`src/rtl/if_fetch_unit_pkg.sv`:
```
`default_nettype none
// ============================================================================
// Module      : if_fetch_unit_pkg
// Description : Shared fetch-state encoding, bubble encoding and reset PC.
// Revision    : 1.0 - initial release
// ============================================================================
package if_fetch_unit_pkg;

    typedef enum logic [1:0] {
        ST_REQ  = 2'd0,
        ST_WAIT = 2'd1,
        ST_HOLD = 2'd2
    } fetch_state_t;

    localparam logic [31:0] C_NOP_INSTR = 32'h0000_0013;
    localparam logic [31:0] C_RESET_PC  = 32'h0000_0000;

    function automatic logic [31:0] align_word(input logic [31:0] addr);
        return addr & 32'hFFFF_FFFC;
    endfunction

endpackage
`default_nettype wire

```
`src/rtl/if_fetch_unit_if_id_register.sv`:
```
`default_nettype none
// ============================================================================
// Module      : if_id_register
// Description : IF/ID pipeline register with load / bubble / hold control.
// Revision    : 1.0 - initial release
// ============================================================================
module if_id_register #(
    parameter logic [31:0] NOP_INSTR = 32'h0000_0013
) (
    input  logic        clk,
    input  logic        reset,
    input  logic        load,
    input  logic        bubble,
    input  logic [31:0] pc_in,
    input  logic [31:0] instr_in,
    output logic [31:0] pc,
    output logic [31:0] pc4,
    output logic [31:0] instr,
    output logic        valid
);

    // Neither load nor bubble means hold; bubbles keep the last PC pair.
    always_ff @(posedge clk) begin
        if (reset) begin
            pc    <= 32'd0;
            pc4   <= 32'd4;
            instr <= NOP_INSTR;
            valid <= 1'b0;
        end else if (load) begin
            pc    <= pc_in;
            pc4   <= pc_in + 32'd4;
            instr <= instr_in;
            valid <= 1'b1;
        end else if (bubble) begin
            instr <= NOP_INSTR;
            valid <= 1'b0;
        end
    end

endmodule
`default_nettype wire

```
`src/rtl/if_fetch_unit.sv`:
```
`default_nettype none
// ============================================================================
// Module      : if_fetch_unit
// Description : Fetch PC, single-outstanding imem handshake and IF/ID stage.
// Revision    : 1.0 - initial release
// ============================================================================
module if_fetch_unit
    import if_fetch_unit_pkg::*;
#(
    parameter logic [31:0] RESET_PC  = C_RESET_PC,
    parameter logic [31:0] NOP_INSTR = C_NOP_INSTR
) (
    input  logic        clk,
    input  logic        reset,
    input  logic        PCWrite,
    input  logic        IF_ID_Write,
    input  logic        BranchTaken,
    input  logic [31:0] BranchTarget,
    output logic        imem_req,
    output logic [31:0] imem_addr,
    input  logic        imem_ready,
    input  logic        imem_rvalid,
    input  logic [31:0] imem_rdata,
    output logic [31:0] IF_ID_PC,
    output logic [31:0] IF_ID_PC4,
    output logic [31:0] IF_ID_Instr,
    output logic        IF_ID_Valid
);

    fetch_state_t r_state;
    logic [31:0]  r_fetch_pc;
    logic [31:0]  r_buf;
    logic         r_drop;
    logic         r_req_hold;

    logic         w_accept;
    logic         w_load;
    logic         w_bubble;
    logic [31:0]  w_pc4;
    logic [31:0]  w_load_instr;

    // A held request keeps imem_req up even if PCWrite drops.
    assign imem_req  = !reset && (r_state == ST_REQ) && (PCWrite || r_req_hold);
    assign imem_addr = r_fetch_pc;
    assign w_accept  = imem_req && imem_ready;
    assign w_pc4     = r_fetch_pc + 32'd4;

    assign w_load = !reset && !BranchTaken && IF_ID_Write &&
                    (((r_state == ST_WAIT) && imem_rvalid && !r_drop) ||
                     (r_state == ST_HOLD));
    assign w_load_instr = (r_state == ST_HOLD) ? r_buf : imem_rdata;
    assign w_bubble     = !reset && (BranchTaken || (IF_ID_Write && !w_load));

    always_ff @(posedge clk) begin
        if (reset) begin
            r_state    <= ST_REQ;
            r_fetch_pc <= RESET_PC;
            r_buf      <= 32'd0;
            r_drop     <= 1'b0;
            r_req_hold <= 1'b0;
        end else if (BranchTaken) begin
            r_fetch_pc <= align_word(BranchTarget);
            r_req_hold <= 1'b0;
            case (r_state)
                ST_REQ: begin
                    if (w_accept) begin
                        r_state <= ST_WAIT;
                        r_drop  <= 1'b1;
                    end
                end
                ST_WAIT: begin
                    if (imem_rvalid) begin
                        r_state <= ST_REQ;
                        r_drop  <= 1'b0;
                    end else begin
                        r_drop  <= 1'b1;
                    end
                end
                default: r_state <= ST_REQ;
            endcase
        end else begin
            case (r_state)
                ST_REQ: begin
                    if (w_accept) begin
                        r_state    <= ST_WAIT;
                        r_req_hold <= 1'b0;
                    end else if (imem_req) begin
                        r_req_hold <= 1'b1;
                    end
                end
                ST_WAIT: begin
                    if (imem_rvalid) begin
                        if (r_drop) begin
                            r_drop  <= 1'b0;
                            r_state <= ST_REQ;
                        end else if (IF_ID_Write) begin
                            r_fetch_pc <= w_pc4;
                            r_state    <= ST_REQ;
                        end else begin
                            r_buf   <= imem_rdata;
                            r_state <= ST_HOLD;
                        end
                    end
                end
                ST_HOLD: begin
                    if (IF_ID_Write) begin
                        r_fetch_pc <= w_pc4;
                        r_state    <= ST_REQ;
                    end
                end
                default: r_state <= ST_REQ;
            endcase
        end
    end

    if_id_register #(
        .NOP_INSTR (NOP_INSTR)
    ) u_if_id (
        .clk      (clk),
        .reset    (reset),
        .load     (w_load),
        .bubble   (w_bubble),
        .pc_in    (r_fetch_pc),
        .instr_in (w_load_instr),
        .pc       (IF_ID_PC),
        .pc4      (IF_ID_PC4),
        .instr    (IF_ID_Instr),
        .valid    (IF_ID_Valid)
    );

endmodule
`default_nettype wire

```
`config.mk`:
```
export PLATFORM = sky130hd
export DESIGN_NAME = if_fetch_unit
export DESIGN_NICKNAME = d
export VERILOG_FILES = /design/src/rtl/if_fetch_unit_pkg.sv /design/src/rtl/if_fetch_unit_if_id_register.sv /design/src/rtl/if_fetch_unit.sv
export SDC_FILE = /design/constraint.sdc
export NUM_CORES = 1
export LEC_CHECK = 0
export ABC_CLOCK_PERIOD_IN_PS = 6350
export CORE_MARGIN = 2
export CORE_UTILIZATION = 40
export DETAILED_ROUTE_END_ITERATION = 8
export PLACE_DENSITY = 0.69
export SLEW_MARGIN = 20
export SYNTH_ARGS = -nofsm -noshare
export SYNTH_HDL_FRONTEND = slang
export SYNTH_SLANG_ARGS = --single-unit
```
`constraint.sdc`:
```
create_clock -name clk -period 6.35 [get_ports clk]
set_clock_uncertainty 0.1 [all_clocks]
set_input_delay 1.27 -clock clk [delete_from_list [all_inputs] [get_ports clk]]
set_output_delay 1.27 -clock clk [all_outputs]
set_load 0.01 [all_outputs]
```
==> results.md, run 1 <==
- Core ar.: 0.0174 sq mm
- Reg2reg setup slack: 3250 ps
- Max Cap Violations: 0
- Via count: 6993
- Flops & latches, synth: 159
- Die Wd: 138 um
- Post-Synthesis Cells: 893
- Diode count: 0
- RD Place Congestion: 0.756
- WL/cell: 16.8 um
- FFs w/ async S/R, synth: 0%
- Worst reg2reg path startpoint: imem_addr[5]$_SDFFE_PP0P_
- DRT iter0 DRCs: 388
- Met2 wire length: 10100 um
- Clk root buf: clkbuf_16
- Outcome: complete, no violations
- Max-slew violation count: 0
- Pwr per Cell Area: 240 mW/mm^2
- Final worst path period need: 4030 ps
- Placed cell area: 0.00924 sq mm
- Clk_lat worst skew: 430 ps
- CP bufs+invs: 2
- Actual slew at the worst max-slew pin: 1040 ps
- Synth Flop Type: dfxtp_1
- Synth area leaders: dfxtp_1 44%, nand2_1 11%, a21oi_1 6.8%
- TritonCTS Buffers: 17
- Number of H-tree levels: 4
- Area Growth Syn to Fin: 38.1%
- Post-layout util: 56.8%
- Met3 WL post-DR: 1510 um
- Top routing layer in use: met4
- Hpwl dp: 14100 um
- Pleak: 3.21 nW
- PostCTS Resize Cnt: 0
- Crit-path slowest cell: clkdlybuf4s50_1
- Flop pwr share: 44.4%
- Worst Hold Slack: 348 ps
- Die Height: 138 um
- Place WS: 2200 ps
- Most common cell in the netlist: nand2_1
- Synth cell count leaders: 210 x nand2_1, 159 x dfxtp_1, 97 x a21oi_1, 64 x clkbuf_1, 52 x nor2_1
- Antenna violations before repair: 0
- Hold path cells: 2
- Hold Startpoint: u_if_id.instr[26]$_SDFFE_PP0P_
- Placed cell count: 1248
- Fin Setup TNS: 0 ps
- Routed Antenna Nets: 0
- Layout Nets: 1114
- Psw: 0.554 mW
- Bufs on Longest Clock Path: 2
- Syn Area/Cell: 8.03 sq um
- Max VDD drop: 0.185 mV
- Post-Synthesis Cell Area: 0.00717 sq mm
- R2R depth: 4
- Post-CTS setup buffers: 0
- Crit Path Max Fanout: 71
- Pin count of the biggest net entering global routing: 89
- # DRC: 0
- RSZ-0062 raised after global routing: no
- Standard-cell row count: 48
- CP delay by family, top: buffers and inverters
- Combinational share of power: 8.1%
- Highest clock rate: 248 MHz
- Number of port buffers: 192
- Final setup viols: 0
- Fraction of layout cells with a size suffix above 1: 8.34%
- Yosys top cell by area: dfxtp_1
- Worst Setup Start Kind: input port
- Delay of the slowest critical-path stage: 570 ps
- Setup ws final: 2320 ps
- First-pass GRT wire length: 33700 um
- Power Total: 2.38 mW
- CP Capture Type: output port
- Initial Utilization: 41.2%
- Min-Delay Path Class: reg -> reg
- Tot GR Track Use: 22.7%
- Ports: 201
- Seq/Total Area, Yosys: 44.4%
- Arrival time at the worst endpoint: 2660 ps
- Final instance area: 0.00990 sq mm
- Switching share of power: 23.3%
- Clock sink count: 159
- Relative slew slack: 30.1%
- Filler-free cell count of the finished design: 1280
- Number of warnings issued by yosys: 0
- Worst Hold End: u_if_id.instr[26]$_SDFFE_PP0P_
- Final period util: 63.5%
- Fin. Hold Viols: 0
- CP required: 4980 ps
- Clk pin slew, worst setup/hold paths: 60 ps
- Clock share of power: 47.5%
- Post-synth EDFFs: 0
- Vias in the first global route: 6490
- Vias per cell: 5.46
- CTS tree: done
- Synth cell types: 61
- Wl on met1: 9490 um
- Cells along the critical path: buf_4, nor3_1, nor2b_1, clkdlybuf4s50_1
- Hold buffers post-CTS: 0
- Int Power: 1.83 mW
- Final wirelength: 21400 um
- Critical path class: in -> out
- Yosys top cell area share: 44.4%
- Total die area: 0.0190 sq mm
- Pre-antenna DRT Iters: 5
- Grt total ovfl: 0
- R2R Path End: imem_addr[23]$_SDFFE_PP0P_
worst max-delay path by stage:
stage	from	depth (start not counted)	slack [ps]	to
floorplan	reset	3	3110	imem_req
global placement	IF_ID_Write	6	1820	u_if_id.pc4[25]$_SDFFE_PP0P_
detailed placement	IF_ID_Write	6	2200	u_if_id.pc4[25]$_SDFFE_PP0P_
CTS	reset	4	2270	imem_req
global route	reset	4	2150	imem_req
finish	reset	4	2320	imem_req
routing by layer:
layer | track usage (%) | vias to the layer above
met3 | 6.25 | 27
li1 | - | 3450
met2 | 36.7 | 195
met4 | 7.77 | 0
met5 | 0 | -
met1 | 29.2 | 3321
registers in the layout, summed over array words and instances, names as in the netlist:
register / flops
imem_addr: 30
r_buf: 32
r_drop: 1
r_req_hold: 1
r_state: 2
u_if_id.instr: 32
u_if_id.pc: 30
u_if_id.pc4: 30
u_if_id.valid: 1
worst min-delay path, cell delays in order, from the launching register on:
cell	delay (ps)
dfxtp_1	310
nand2_1	50
a21oi_1	50
cells by family (layout without fill, tap and decap cells):
family / Yosys count / after routing / synth area share, %
AO/OA/AOI/OAI: 220 / 220 / 19.4
XOR/XNOR: 18 / 18 / 2.20
adder cells (fa/ha/maj): 1 / 1 / 0.175
buffers and inverters: 91 / 248 / 5.15
flip-flops: 159 / 159 / 44.4
multiplexers: 29 / 29 / 4.56
other: 1 / 6 / 0.0523
AND/OR/NAND/NOR: 374 / 374 / 24.1
cell type report:
cell class	count	area, sq um
Clock buffer	21	480
Clock inverter	11	178
Fill cell	1625	7520
Inverter	9	33.8
Multi-Input combinational cell	648	3690
Sequential cell	159	3180
Tap cell	225	282
Timing Repair Buffer	207	2050
placed cells by master, fill, tap and decap left out, types with 4 or more instances in the layout:
master and instances:
o211ai_1 5, a31oi_1 8, clkbuf_8 4, nor4_1 9, clkdlybuf4s50_1 191, inv_1 9, or3_1 11, nand2_1 210
nand3b_1 7, and4_1 6, o31ai_1 11, a2111oi_0 4, conb_1 6, dfxtp_1 159, nor2_1 51, buf_4 15
nor3_1 11, mux2_2 29, xor2_1 4, nand4_1 7, o21ai_0 22, a311oi_1 19, nor2b_1 5, or4_1 18
clkbuf_16 17, nand3_1 16, bufinv_16 4, a211oi_1 24, a21oi_1 97, o21bai_1 7, xnor2_1 14
power by group through the flow:
stage / combinational, mW / clock [mW] / sequential [mW]
3_3_place_gp: 0.191 / 0 / 1.08
4_1_cts: 0.194 / 1.15 / 1.06
5_1_grt: 0.211 / 1.19 / 1.06
2_1_floorplan: 0.0952 / 0 / 1.07
3_5_place_dp: 0.194 / 0 / 1.08
6_report: 0.193 / 1.13 / 1.06
(Power assumes the default switching activity.)
==> run 2: changes to the inputs <==
--- a/config.mk
+++ b/config.mk
@@ -5,7 +5,7 @@
 export SDC_FILE = /design/constraint.sdc
 export NUM_CORES = 1
 export LEC_CHECK = 0
-export ABC_CLOCK_PERIOD_IN_PS = 6350
+export ABC_CLOCK_PERIOD_IN_PS = 4000
 export CORE_MARGIN = 2
 export CORE_UTILIZATION = 40
 export DETAILED_ROUTE_END_ITERATION = 8
==> constraint.sdc (replaced) <==
create_clock -name clk -period 4 [get_ports clk]
set_clock_uncertainty 0.1 [all_clocks]
set_input_delay 0.8 -clock clk [delete_from_list [all_inputs] [get_ports clk]]
set_output_delay 0.8 -clock clk [all_outputs]
set_load 0.01 [all_outputs]
==> run 2 against run 1 <==
Effect of this change:
- sequential cell count is the same
- combinational power grew 62%
- critical path depth is the same
- clock-buffer cell count is the same
- utilization grew 0.14 points
- critical path type unchanged
- largest power group unchanged
==> results.md, run 2 (same netlist as run 1, synthesis figures left out) <==
- Outcome: complete, no violations (unchanged)
- Max-slew violation count: 0 (unchanged)
- WL/cell: 16.5 um (was 16.8 um)
- Routed Antenna Nets: 0 (unchanged)
- Setup ws final: 1050 ps (was 2320 ps)
- Hpwl dp: 14000 um (was 14100 um)
- Die Wd: 138 um (unchanged)
- Critical path startpoint: PCWrite (was reset)
- Vias per cell: 5.43 (was 5.46)
- Number of H-tree levels: 4 (unchanged)
- Tot GR Track Use: 22.2% (was 22.7%)
- Ports: 201 (unchanged)
- Min-Delay Path Class: reg -> reg (unchanged)
- Max VDD drop: 0.290 mV (was 0.185 mV)
- Fin. Hold Viols: 0 (unchanged)
- RSZ-0062 raised after global routing: no (unchanged)
- Clock sink count: 159 (unchanged)
- Initial Utilization: 41.2% (unchanged)
- Bufs on Longest Clock Path: 2 (unchanged)
- Area Growth Syn to Fin: 38.4% (was 38.1%)
- Fillcell total: 1633 (was 1625)
- Place WS: 686 ps (was 2200 ps)
- Register area: 0.00318 sq mm (unchanged)
- Pleak: 3.24 nW (was 3.21 nW)
- Reg2reg setup slack: 1270 ps (was 3250 ps)
- RD Place Congestion: 0.809 (was 0.756)
- TritonCTS Buffers: 17 (unchanged)
- Core ar.: 0.0174 sq mm (unchanged)
- Grt total ovfl: 0 (unchanged)
- Clk pin slew, worst setup/hold paths: 60 ps (about the same)
- Hold buffers post-CTS: 0 (unchanged)
- Final setup viols: 0 (unchanged)
- DRT iter0 DRCs: 385 (was 388)
- CP required: 3100 ps (was 4980 ps)
- Die Height: 138 um (unchanged)
- Power Total: 3.71 mW (was 2.38 mW)
- Actual slew at the worst max-slew pin: 1060 ps (was 1040 ps)
- First-pass GRT wire length: 33200 um (was 33700 um)
- Critical path class: in -> out (unchanged)
- Pre-antenna DRT Iters: 5 (unchanged)
- Crit Path Max Fanout: 3 (was 71)
- Top Registers: r_buf x32, u_if_id.instr x32 (unchanged)
- Final worst path period need: 2950 ps
- CTS tree: done (unchanged)
- Highest clock rate: 340 MHz
- Clk root buf: clkbuf_16 (unchanged)
- Worst Setup Start Kind: input port (unchanged)
- Most frequent cells in the layout: 210 x nand2_1, 191 x clkdlybuf4s50_1, 159 x dfxtp_1 (unchanged)
- Clk_lat worst skew: 420 ps (was 430 ps)
- Pwr per Cell Area: 374 mW/mm^2 (was 240 mW/mm^2)
- Commonest non-fill, non-tap cell in the layout: nand2_1 (unchanged)
- Post-CTS setup buffers: 0 (unchanged)
- Fraction of layout cells with a size suffix above 1: 8.93% (was 8.34%)
- Number of port buffers: 192 (unchanged)
- Diode count: 0 (unchanged)
- R2R depth: 5 (was 4)
- Relative slew slack: 29.6% (was 30.1%)
- CP Capture Type: output port (unchanged)
- Fin Setup TNS: 0 ps (unchanged)
- Vias in the first global route: 6275 (was 6490)
- Final period util: 73.6%
- Final wirelength: 21200 um (was 21400 um)
- # DRC: 0 (unchanged)
- Max Cap Violations: 0 (unchanged)
- Worst Setup EP: imem_req (unchanged)
- PostCTS Resize Cnt: 0 (unchanged)
- Total die area: 0.0190 sq mm (unchanged)
- R2R Path End: imem_addr[26]$_SDFFE_PP0P_ (was imem_addr[23]$_SDFFE_PP0P_)
- Antenna violations before repair: 0 (unchanged)
- Pin count of the biggest net entering global routing: 88 (was 89)
- Layout Nets: 1123 (was 1114)
- Standard-cell row count: 48 (unchanged)
- Arrival time at the worst endpoint: 2050 ps (was 2660 ps)
- Worst reg2reg path startpoint: imem_addr[2]$_SDFFE_PP0P_ (was imem_addr[5]$_SDFFE_PP0P_)
- Multi-input gate area: 0.00369 sq mm (unchanged)
- Via count: 7003 (was 6993)
-- run 2: cell type report --
class	instances	share of cell area, %
inverters	9	0.340
multi-input cells	648	37.2
repair buffers	216	21.3
clock inverters	11	1.64
flip-flops and latches	159	32.1
clock buffers	21	4.64
well taps	225	2.84
-- run 2: critical path: stages --
cell	delay, ps
clkdlybuf4s50_1	460
nor2_1	50
nor2b_1	180
clkdlybuf4s50_1	570
-- run 2: layer usage --
layer	share of wire [%]	track usage, %	vias up
met5	0	0	-
met4	1.5	6.75	0
met3	8.1	6.91	24
met2	45	36.0	232
met1	45	28.5	3289
li1	-	-	3458
-- run 2: worst min-delay path by stage --
stage / slack [ps] / start / to / depth (start not counted)
floorplan: 330 / r_buf[10]$_SDFFE_PP0P_ / r_buf[10]$_SDFFE_PP0P_ / 2
global placement: 340 / r_buf[6]$_SDFFE_PP0P_ / r_buf[6]$_SDFFE_PP0P_ / 2
detailed placement: 350 / u_if_id.instr[14]$_SDFFE_PP0P_ / u_if_id.instr[14]$_SDFFE_PP0P_ / 2
CTS: 350 / u_if_id.pc[12]$_SDFFE_PP0P_ / u_if_id.pc[12]$_SDFFE_PP0P_ / 2
global route: 370 / u_if_id.instr[14]$_SDFFE_PP0P_ / u_if_id.instr[14]$_SDFFE_PP0P_ / 2
finish: 350 / u_if_id.instr[6]$_SDFFE_PP0P_ / u_if_id.instr[6]$_SDFFE_PP0P_ / 2
-- run 2: per-stage QoR --
| stage | hold WS (ps) | area, sq um | std cells | utilization, % |
|---|---|---|---|---|
| final | 351 | 9920 | 1289 | 57.0 |
| after global placement | 338 | 9300 | 1257 | 53.4 |
| after floorplan | 334 | 7190 | 898 | - |
| after detailed placement | 346 | 9300 | 1257 | 53.4 |
| after CTS | 354 | 9920 | 1289 | 57.0 |
| after global routing | 370 | 9920 | 1289 | 57.0 |
-- run 2: report_power, final --
group | internal, mW | leakage (nW) | switching, mW | total (mW)
Combinational | 0.171 | 1.64 | 0.142 | 0.312
Clock | 1.07 | 0.311 | 0.651 | 1.73
Sequential | 1.61 | 1.29 | 0.0614 | 1.68
